File: src/rtl/shift_sequencer.sv
// rtl/shift_sequencer.sv - command-driven sequencer for an 8-bit select-controlled shift register
// Loads, shifts amount times, captures sr_q and returns it over a valid/ready result port.
module shift_sequencer #(
  parameter int WIDTH = 8,
  parameter int CNT_W = 3
) (
  input  logic             clk,
  input  logic             rst_n,
  input  logic             cmd_valid,
  output logic             cmd_ready,
  input  logic [WIDTH-1:0] cmd_data,
  input  logic             cmd_dir,
  input  logic [CNT_W-1:0] cmd_amount,
  output logic [1:0]       sr_select,
  output logic [WIDTH-1:0] sr_data,
  input  logic [WIDTH-1:0] sr_q,
  output logic             res_valid,
  input  logic             res_ready,
  output logic [WIDTH-1:0] res_data,
  output logic             busy
);

  typedef enum logic [2:0] {
    S_IDLE,
    S_LOAD,
    S_SHIFT,
    S_CAPTURE,
    S_DONE
  } state_t;

  state_t           r_state;
  state_t           w_next;
  logic [WIDTH-1:0] r_data;
  logic             r_dir;
  logic [CNT_W-1:0] r_count;
  logic             r_res_valid;
  logic [WIDTH-1:0] r_res_data;
  logic             w_accept;

  assign w_accept  = (r_state == S_IDLE) && cmd_valid;
  assign cmd_ready = (r_state == S_IDLE);
  assign busy      = (r_state != S_IDLE);
  assign sr_data   = r_data;
  assign res_valid = r_res_valid;
  assign res_data  = r_res_data;

  always_comb begin
    w_next    = r_state;
    sr_select = 2'b00;
    case (r_state)
      S_IDLE: begin
        if (cmd_valid) w_next = S_LOAD;
      end
      S_LOAD: begin
        sr_select = 2'b11;
        w_next    = (r_count != '0) ? S_SHIFT : S_CAPTURE;
      end
      S_SHIFT: begin
        sr_select = r_dir ? 2'b10 : 2'b01;
        if (r_count == CNT_W'(1)) w_next = S_CAPTURE;
      end
      S_CAPTURE: begin
        w_next = S_DONE;
      end
      S_DONE: begin
        if (res_ready) w_next = S_IDLE;
      end
      default: w_next = S_IDLE;
    endcase
  end

  // The count is taken straight from the command so it already equals amount during LOAD.
  always_ff @(posedge clk or negedge rst_n) begin
    if (!rst_n) begin
      r_state     <= S_IDLE;
      r_data      <= '0;
      r_dir       <= 1'b0;
      r_count     <= '0;
      r_res_valid <= 1'b0;
      r_res_data  <= '0;
    end else begin
      r_state <= w_next;
      if (w_accept) begin
        r_data  <= cmd_data;
        r_dir   <= cmd_dir;
        r_count <= cmd_amount;
      end
      if (r_state == S_SHIFT) r_count <= r_count - CNT_W'(1);
      if (r_state == S_CAPTURE) begin
        r_res_data  <= sr_q;
        r_res_valid <= 1'b1;
      end
      if ((r_state == S_DONE) && res_ready) r_res_valid <= 1'b0;
    end
  end

endmodule

File: config.mk
export PLATFORM = sky130hd
export DESIGN_NAME = shift_sequencer
export DESIGN_NICKNAME = d
export VERILOG_FILES = /design/src/rtl/shift_sequencer.sv
export SDC_FILE = /design/constraint.sdc
export NUM_CORES = 1
export LEC_CHECK = 0
export BUFFER_PORTS_ARGS = -buffer_cell sky130_fd_sc_hd__buf_4
export CAP_MARGIN = 30
export CORE_UTILIZATION = 34
export CTS_CLUSTER_DIAMETER = 50
export DETAILED_ROUTE_END_ITERATION = 8
export GPL_TIMING_DRIVEN = 0
export PLACE_DENSITY = 0.66
export SYNTH_ARGS = -nofsm -noshare
export SYNTH_HDL_FRONTEND = slang
export SYNTH_SLANG_ARGS = --single-unit
File: constraint.sdc
create_clock -name clk -period 2.1 [get_ports clk]
set_clock_uncertainty 0.1 [all_clocks]
set_input_delay 0.42 -clock clk [delete_from_list [all_inputs] [get_ports clk]]
set_output_delay 0.42 -clock clk [all_outputs]
set_load 0.1 [all_outputs]
* After elaboration in Yosys (flattened, before gate mapping) *
Cells that the tools add are included.

word-level totals
  register bits = 24
  bits of input ports = 24

cells by class
  add/subtract/negate cells = 1
  equal/unequal tests = 8
  muxes and demuxes = 11
  reduce and logical (&&, ||, !) cells = 8

operators by type and width
  cell                                                                 count
  3-bit two-way mux                                                    5
  3-bit case mux with 5 select lines                                   1
  3-bit by 1-bit == test with 1-bit output (second input constant)     2
  3-bit by 2-bit == test with 1-bit output (second input constant)     2
  2-bit != test (second input constant)                                3
  3-bit nonzero test                                                   2
  2-bit case mux with 2 select lines                                   1
  2-bit nonzero test                                                   2
  3-bit == test (second input constant)                                1
  3-bit logical NOT                                                    1
  1-bit two-way mux                                                    3
  3-bit AND reduction                                                  1
  3-bit by 1-bit subtractor with 3-bit output (second input constant)  1
  1-bit logical AND                                                    2
  2-bit two-way mux                                                    1

* Longest topological paths before layout *
Gate-level depths: netlist of the first run.

  depth in word-level cells = 4
  depth in mapped cells = 5
  depth with buffers taken out = 4

* Worst setup path before layout of the first run *
OpenSTA, ideal clock, no wires.

  path type = flip-flop to output port
  start point = reg r_state[0]
  end point = out sr_select[0]
  arrival = 2503 ps
  required time = 1580 ps
  setup slack = -923 ps
  cell stages (with the launch flop) = 5
  path buffers = 1
  path through = dfrtp_1 -> buf_2 -> nand2b_1 -> or2_2 -> a21oi_1

on the way
  word-level cells in the longest chain between the ends = 2
  elaborated cells between the ends (all ways) = 3
  classes of those cells = eq/ne (2); mux (1)

ends and longest elaborated chain
  item                                                                                                  RTL line  text
  from (decl)                                                                                           31        state_t r_state;
  from (signal assigned)                                                                                82        r_state <= w_next;
  3-bit by 2-bit == test with 1-bit output or 3-bit by 1-bit == test with 1-bit output (tied branches)  50        case (r_state)
  2-bit case mux with 2 select lines *                                                                  50
  to (decl)                                                                                             14        output logic [1:0] sr_select,

Mark *: on every way between the ends. The rest lies on a longest branch, timed or not.

* Worst setup path after layout of the first run *
  start point = reg r_state[2]
  end point = out cmd_ready

on the way
  word-level cells in the longest chain between the ends = 1

ends and longest elaborated chain
  item               RTL line  text
  3-bit logical NOT  41        assign cmd_ready = (r_state == S_IDLE);
  to (decl)          10        output logic cmd_ready,

No other way between the ends.

==> results by group, run 1 <==
Placement
  – Placed cell areas: 0.00152 mm^2
  – Placer Congestion: 0.716
  – Inst Count DP: 172
  – PortBufs: 44
  – Hpwl dp: 1.68 mm

Logic synthesis
  – Synthesized area: 0.00110 mm^2
  – Cell taking the most area after synthesis: dfrtp_1
  – Cells after Synth: 84
  – Share of flip-flops with an asynchronous set or reset: 100%
  – Yosys reg bits: 24
  – Synth Warn #: 0
  – Synth unique cells: 27
  – Sequential share of the synthesized area: 54.4%
  – Top FF cell, synth: dfrtp_1
  – Post-synth EDFFs: 0
  – Largest cells by area after synthesis: dfrtp_1 (54%), mux2_2 (9.2%), mux2_1 (8.2%), ha_1 (3.4%), a21oi_1 (2.7%)
  – Synth Net Count: 111
  – Top-area cell type share of the netlist area: 54.4%
  – Synthesized area per cell: 13.2 um^2

Timing
  – Slew margin rel.: 72.1%
  – Hold Vio Cnt, Final: 0
  – Setup TNS: 0 ns
  – Worst hold slack: 0.227 ns
  – Unrepaired setup endpoints after global routing: true
  – Period utilisation layout: 98.2%
  – Max Clk Rate: 485 MHz
  – Setup violators final: 0
  – Max Slew Vio Count: 0
  – Period minus WS final: 2.06 ns
  – Actual slew at the worst max-slew pin: 0.417 ns

Layout
  – Layout area overhead: 48.2%
  – Layout Cells excl Fill: 182
  – NumNets Final: 167
  – Post-route cell area: 0.00164 mm^2
  – Share of cells above drive strength 1: 55.8%
  – Footprint of the multi-input gates: 480 um^2
  – Antenna cells: 0
  – Fillers: 278
  – Seq. cell area: 602 um^2

Critical path
  – Worst-path fanout max: 10
  – Critical path cell sequence: buf_6 -> or3_4 -> clkinvlp_4 -> buf_8
  – CP Buf/Inv Count: 3
  – CP Capture Type: output pin
  – Worst path arrival time: 1.54 ns
  – Largest stage delay, worst path: 0.41 ns
  – Crit path max-delay cell type: dfrtp_1
  – CP top delay family: buffers and inverters
  – Startpoint Class: flop
  – Critical path class: flop to output pin
  – Worst R2R Setup Slack: 0.07 ns
  – CP Data Required Time: 1.58 ns

Die
  – Die span in y: 59.0 um
  – Top Ports: 45
  – Initial Util: 35.9%
  – Die footprint: 0.00348 mm^2
  – CORE AREA: 0.00308 mm^2
  – Core Rows: 20
  – Die Wd: 59.0 um

Clock network
  – CTS Root Cell: clkbuf_4
  – CTS tree: built
  – Max clock buf depth: 2
  – Worst-skew pair later-pin latency: 0.30 ns
  – Clk slew on worst S/H paths: 0.12 ns
  – H-tree depth: 1
  – Total CTS buffers: 3
  – TritonCTS Sinks: 24

Global routing
  – Global route overflow: 0
  – Total GRT Usage: 14.7%
  – Largest net degree at the start of global routing: 25
  – Vias in the first global route: 880
  – Initial antenna violation count: 0
  – First-pass GRT wire length: 3.82 mm

Routing
  – Total number of vias: 844
  – Pre-antenna DRT Iters: 4
  – Drc violations: 0
  – Initial DRC Count: 15
  – Routed Wire Length: 2.34 mm
  – Via/cell ratio: 4.64
  – Post-route ant nets: 0
  – Post-DR wirelength/cell: 12.9 um

Min path
  – Hold crit path type: primary input to flop

Job
  – Max-cap violations: 0

Status
  – Outcome: finished clean
[cell usage after synthesis (2+ instances only)]
cell type and n:
ha_1 3, a21oi_1 6, nand3_1 3, mux2_2 9, nand2_1 2, nor2b_1 2, inv_1 7, dfrtp_1 24
buf_6 2, nor3_1 2, mux2_1 8
[registers in the layout, indices dropped and copies added, names as in the netlist]
register / count
sr_data: 8
r_dir: 1
res_data: 8
r_count: 3
r_state: 3
res_valid: 1
[per-stage QoR]
step / util [%] / setup slack (ns)
after global placement: 49.4 / 0.0818
final: 53.2 / 0.0371
after floorplan: - / -0.0384
after CTS: 52.0 / 0.0254
after detailed placement: 49.4 / 0.0402
after global routing: 53.2 / -0.0167
[final timing paths]
path	from	end	depth (start not counted)
max	r_state[2]	cmd_ready	4
min	cmd_dir	r_dir	2
max reg2reg	r_state[0]	sr_data[0]	6
min reg2reg	sr_data[5]	sr_data[5]	1
max in group asynchronous	rst_n	r_state[0]	2
min in group asynchronous	rst_n	res_data[3]	2
[layout make-up]
cell class / instances / share of cell area, %
Tap cell: 44 / 3.36
Sequential cell: 24 / 36.7
Multi-Input combinational cell: 49 / 29.3
Clock buffer: 3 / 1.38
Inverter: 7 / 1.83
Timing Repair Buffer: 52 / 25.3
Buffer: 3 / 2.06
[placed cells by master, fill, tap and decap left out, types with 3 or more instances in the layout]
cell,instances
a21oi_1,4
buf_4,47
buf_6,4
clkbuf_4,3
dfrtp_1,23
ha_1,3
inv_1,6
mux2_1,8
mux2_2,9
nand3_1,3
[metal layers]
metal	GRT usage, %	share of wire (%)	vias up
li1	-	-	405
met1	17.3	40	409
met2	26.0	53	28
met3	3.49	5.9	2
met4	5.44	0.90	0
met5	0	0	-
[logic make-up after synthesis]
group	after synthesis	share of synthesized area, %
buf+inv	11	5.55
flops	24	54.4
fa+ha+maj	3	3.40
mux	17	17.3
simple gates	17	11.7
compound gates	12	7.70
[timing repair]
item | CTS | global route
endpoints found under the setup margin | 3 | 3
hold endpoints to repair | 24 | 0
pin swaps | 1 | 1
setup buffers | 4 | 2
resized for setup | 6 | 4
gates cloned | 0 | 1
hold buffers | 1 | 0
Power of run 1 is left out: the tool's default activity adds up to more than one toggle a clock period on the data nets, which glitch-free logic cannot reach.
==> run 2, diff against run 1 <==
--- a/config.mk
+++ b/config.mk
@@ -6,12 +6,11 @@
 export NUM_CORES = 1
 export LEC_CHECK = 0
 export BUFFER_PORTS_ARGS = -buffer_cell sky130_fd_sc_hd__buf_4
-export CAP_MARGIN = 30
-export CORE_UTILIZATION = 34
+export CORE_UTILIZATION = 39
 export CTS_CLUSTER_DIAMETER = 50
 export DETAILED_ROUTE_END_ITERATION = 8
 export GPL_TIMING_DRIVEN = 0
-export PLACE_DENSITY = 0.66
+export PLACE_DENSITY = 0.73
 export SYNTH_ARGS = -nofsm -noshare
 export SYNTH_HDL_FRONTEND = slang
 export SYNTH_SLANG_ARGS = --single-unit
==> results by group, run 2 (synthesis gave the netlist of run 1 again) <==
Timing
  – Max Slew Vio Count: 0 (unchanged)
  – Worst hold slack: 0.213 ns (-0.0136 ns)
  – Actual slew at the worst max-slew pin: 0.437 ns (+0.0203 ns)
  – Period minus WS final: 2.08 ns (+0.0212 ns)
  – Period utilisation layout: 99.2% (+1.0 points)
  – Setup violators final: 0 (unchanged)
  – Slew margin rel.: 70.7% (-1.4 points)
  – Hold Vio Cnt, Final: 0 (unchanged)
  – Max Clk Rate: 480 MHz (-1.0%)

Clock network
  – Max clock buf depth: 2 (unchanged)
  – CTS tree: built
  – TritonCTS Sinks: 24 (unchanged)
  – Total CTS buffers: 3 (unchanged)
  – Worst-skew pair later-pin latency: 0.31 ns (about the same)
  – CTS Root Cell: clkbuf_4
  – H-tree depth: 1 (unchanged)
  – Clk slew on worst S/H paths: 0.13 ns (about the same)

Layout
  – Layout Cells excl Fill: 169 (-7.1%)
  – Commonest non-fill, non-tap cell in the layout: buf_4
  – Layout area overhead: 49.9%
  – Most frequent cells in the layout: buf_4 (48), dfrtp_1 (23), mux2_2 (9), mux2_1 (8), inv_1 (6)
  – NumNets Final: 167 (unchanged)
  – Fillers: 191 (-31%)
  – Post-route cell area: 0.00166 mm^2 (+1.1%)
  – Antenna cells: 0 (unchanged)
  – Share of cells above drive strength 1: 56.1% (+0.32 points)

Critical path
  – Critical path cell sequence: nand2b_1 -> or2_4 -> a21oi_4 -> buf_12
  – Critical path class: flop to output pin
  – Largest stage delay, worst path: 0.46 ns (+0.05 ns)
  – Worst path arrival time: 1.56 ns (+0.02 ns)
  – Startpoint Class: flop
  – CP Data Required Time: 1.58 ns (about the same)
  – Crit path max-delay cell type: dfrtp_2
  – Worst-path fanout max: 4 (-6)
  – CP Capture Type: output pin

Die
  – Core Rows: 18 (-10%)
  – Die span in y: 55.2 um (-6.4%)
  – CORE AREA: 0.00257 mm^2 (-17%)
  – Top Ports: 45 (unchanged)
  – Die footprint: 0.00305 mm^2 (-12%)
  – Initial Util: 43.0% (+7.1 points)
  – Die Wd: 55.2 um (-6.4%)

Routing
  – Routed Wire Length: 2.33 mm (-0.43%)
  – Total number of vias: 875 (+3.7%)
  – Initial DRC Count: 10 (-5)
  – Post-route ant nets: 0 (unchanged)
  – Pre-antenna DRT Iters: 4 (unchanged)
  – Drc violations: 0 (unchanged)
  – Via/cell ratio: 5.18 (+12%)
  – Post-DR wirelength/cell: 13.8 um (+7.2%)

Global routing
  – Initial antenna violation count: 0 (unchanged)
  – Global route overflow: 0 (unchanged)
  – Total GRT Usage: 15.8% (+1.1 points)
  – Largest net degree at the start of global routing: 25 (unchanged)
  – First-pass GRT wire length: 3.86 mm (+1.1%)
  – Vias in the first global route: 881 (+0.11%)

Placement
  – PortBufs: 44 (unchanged)
  – Placed cell areas: 0.00150 mm^2 (-1.2%)
  – Inst Count DP: 158 (-8.1%)
  – Hpwl dp: 1.66 mm (-1.4%)
  – Placer Congestion: 0.768 (+7.3%)

Job
  – Max-cap violations: 0 (unchanged)

Min path
  – Hold crit path type: primary input to flop

Status
  – Outcome: finished clean
-- run 2: what timing repair did --
item / CTS / global route
pin swaps: 1 / 1
buffers inserted: 6 / 1
hold buffers: 1 / 0
gates resized for setup: 7 / 5
gates cloned: 0 / 0
hold endpoints to repair: 24 / 0
endpoints found under the setup margin: 4 / 3
-- run 2: final cells by class --
type / instances / area (um^2) / area share (%)
Clock buffer: 3 / 22.5 / 1.36
Tap cell: 30 / 37.5 / 2.27
Buffer: 3 / 33.8 / 2.04
Sequential cell: 24 / 602 / 36.3
Clock inverter: 1 / 30.0 / 1.81
Multi-Input combinational cell: 49 / 475 / 28.7
Timing Repair Buffer: 52 / 425 / 25.7
Inverter: 7 / 30.0 / 1.81
-- run 2: worst paths after layout --
path	start	to	slack, ns	cells after the start
worst max-delay path	r_state[0]	sr_select[0]	0.02	4
max in group asynchronous	rst_n	r_state[0]	1.22	2
worst max register to register	r_state[0]	sr_data[6]	0.19	5
worst min-delay path	cmd_data[0]	sr_data[0]	0.21	2
min in group asynchronous	rst_n	r_count[1]	0.43	2
worst min register to register	sr_data[5]	sr_data[5]	0.40	1
-- run 2: worst max-delay path: cells and delay by family, from the launching register on --
kind	cells	cell delay (ns)
flip-flops	1	0.46
buffers and inverters	1	0.19
AO/OA/AOI/OAI	1	0.17
AND/OR/NAND/NOR	2	0.43
-- run 2: metal layers --
metal	share of wire, %	global-route usage (%)
met1	41	18.6
met2	55	28.6
met3	2.6	3.51
met4	0.81	4.29
met5	0	0
-- run 2: stage by stage --
step | TNS, ns | utilization (%) | worst slack [ns]
2_1_floorplan | -0.0384 | - | -0.0384
3_3_place_gp | 0 | 58.6 | 0.0858
3_5_place_dp | 0 | 58.6 | 0.0652
4_1_cts | 0 | 63.5 | 0.0114
5_1_grt | -0.0373 | 64.5 | -0.0276
6_report | 0 | 64.5 | 0.0158
Power of run 2 is left out for the same reason.
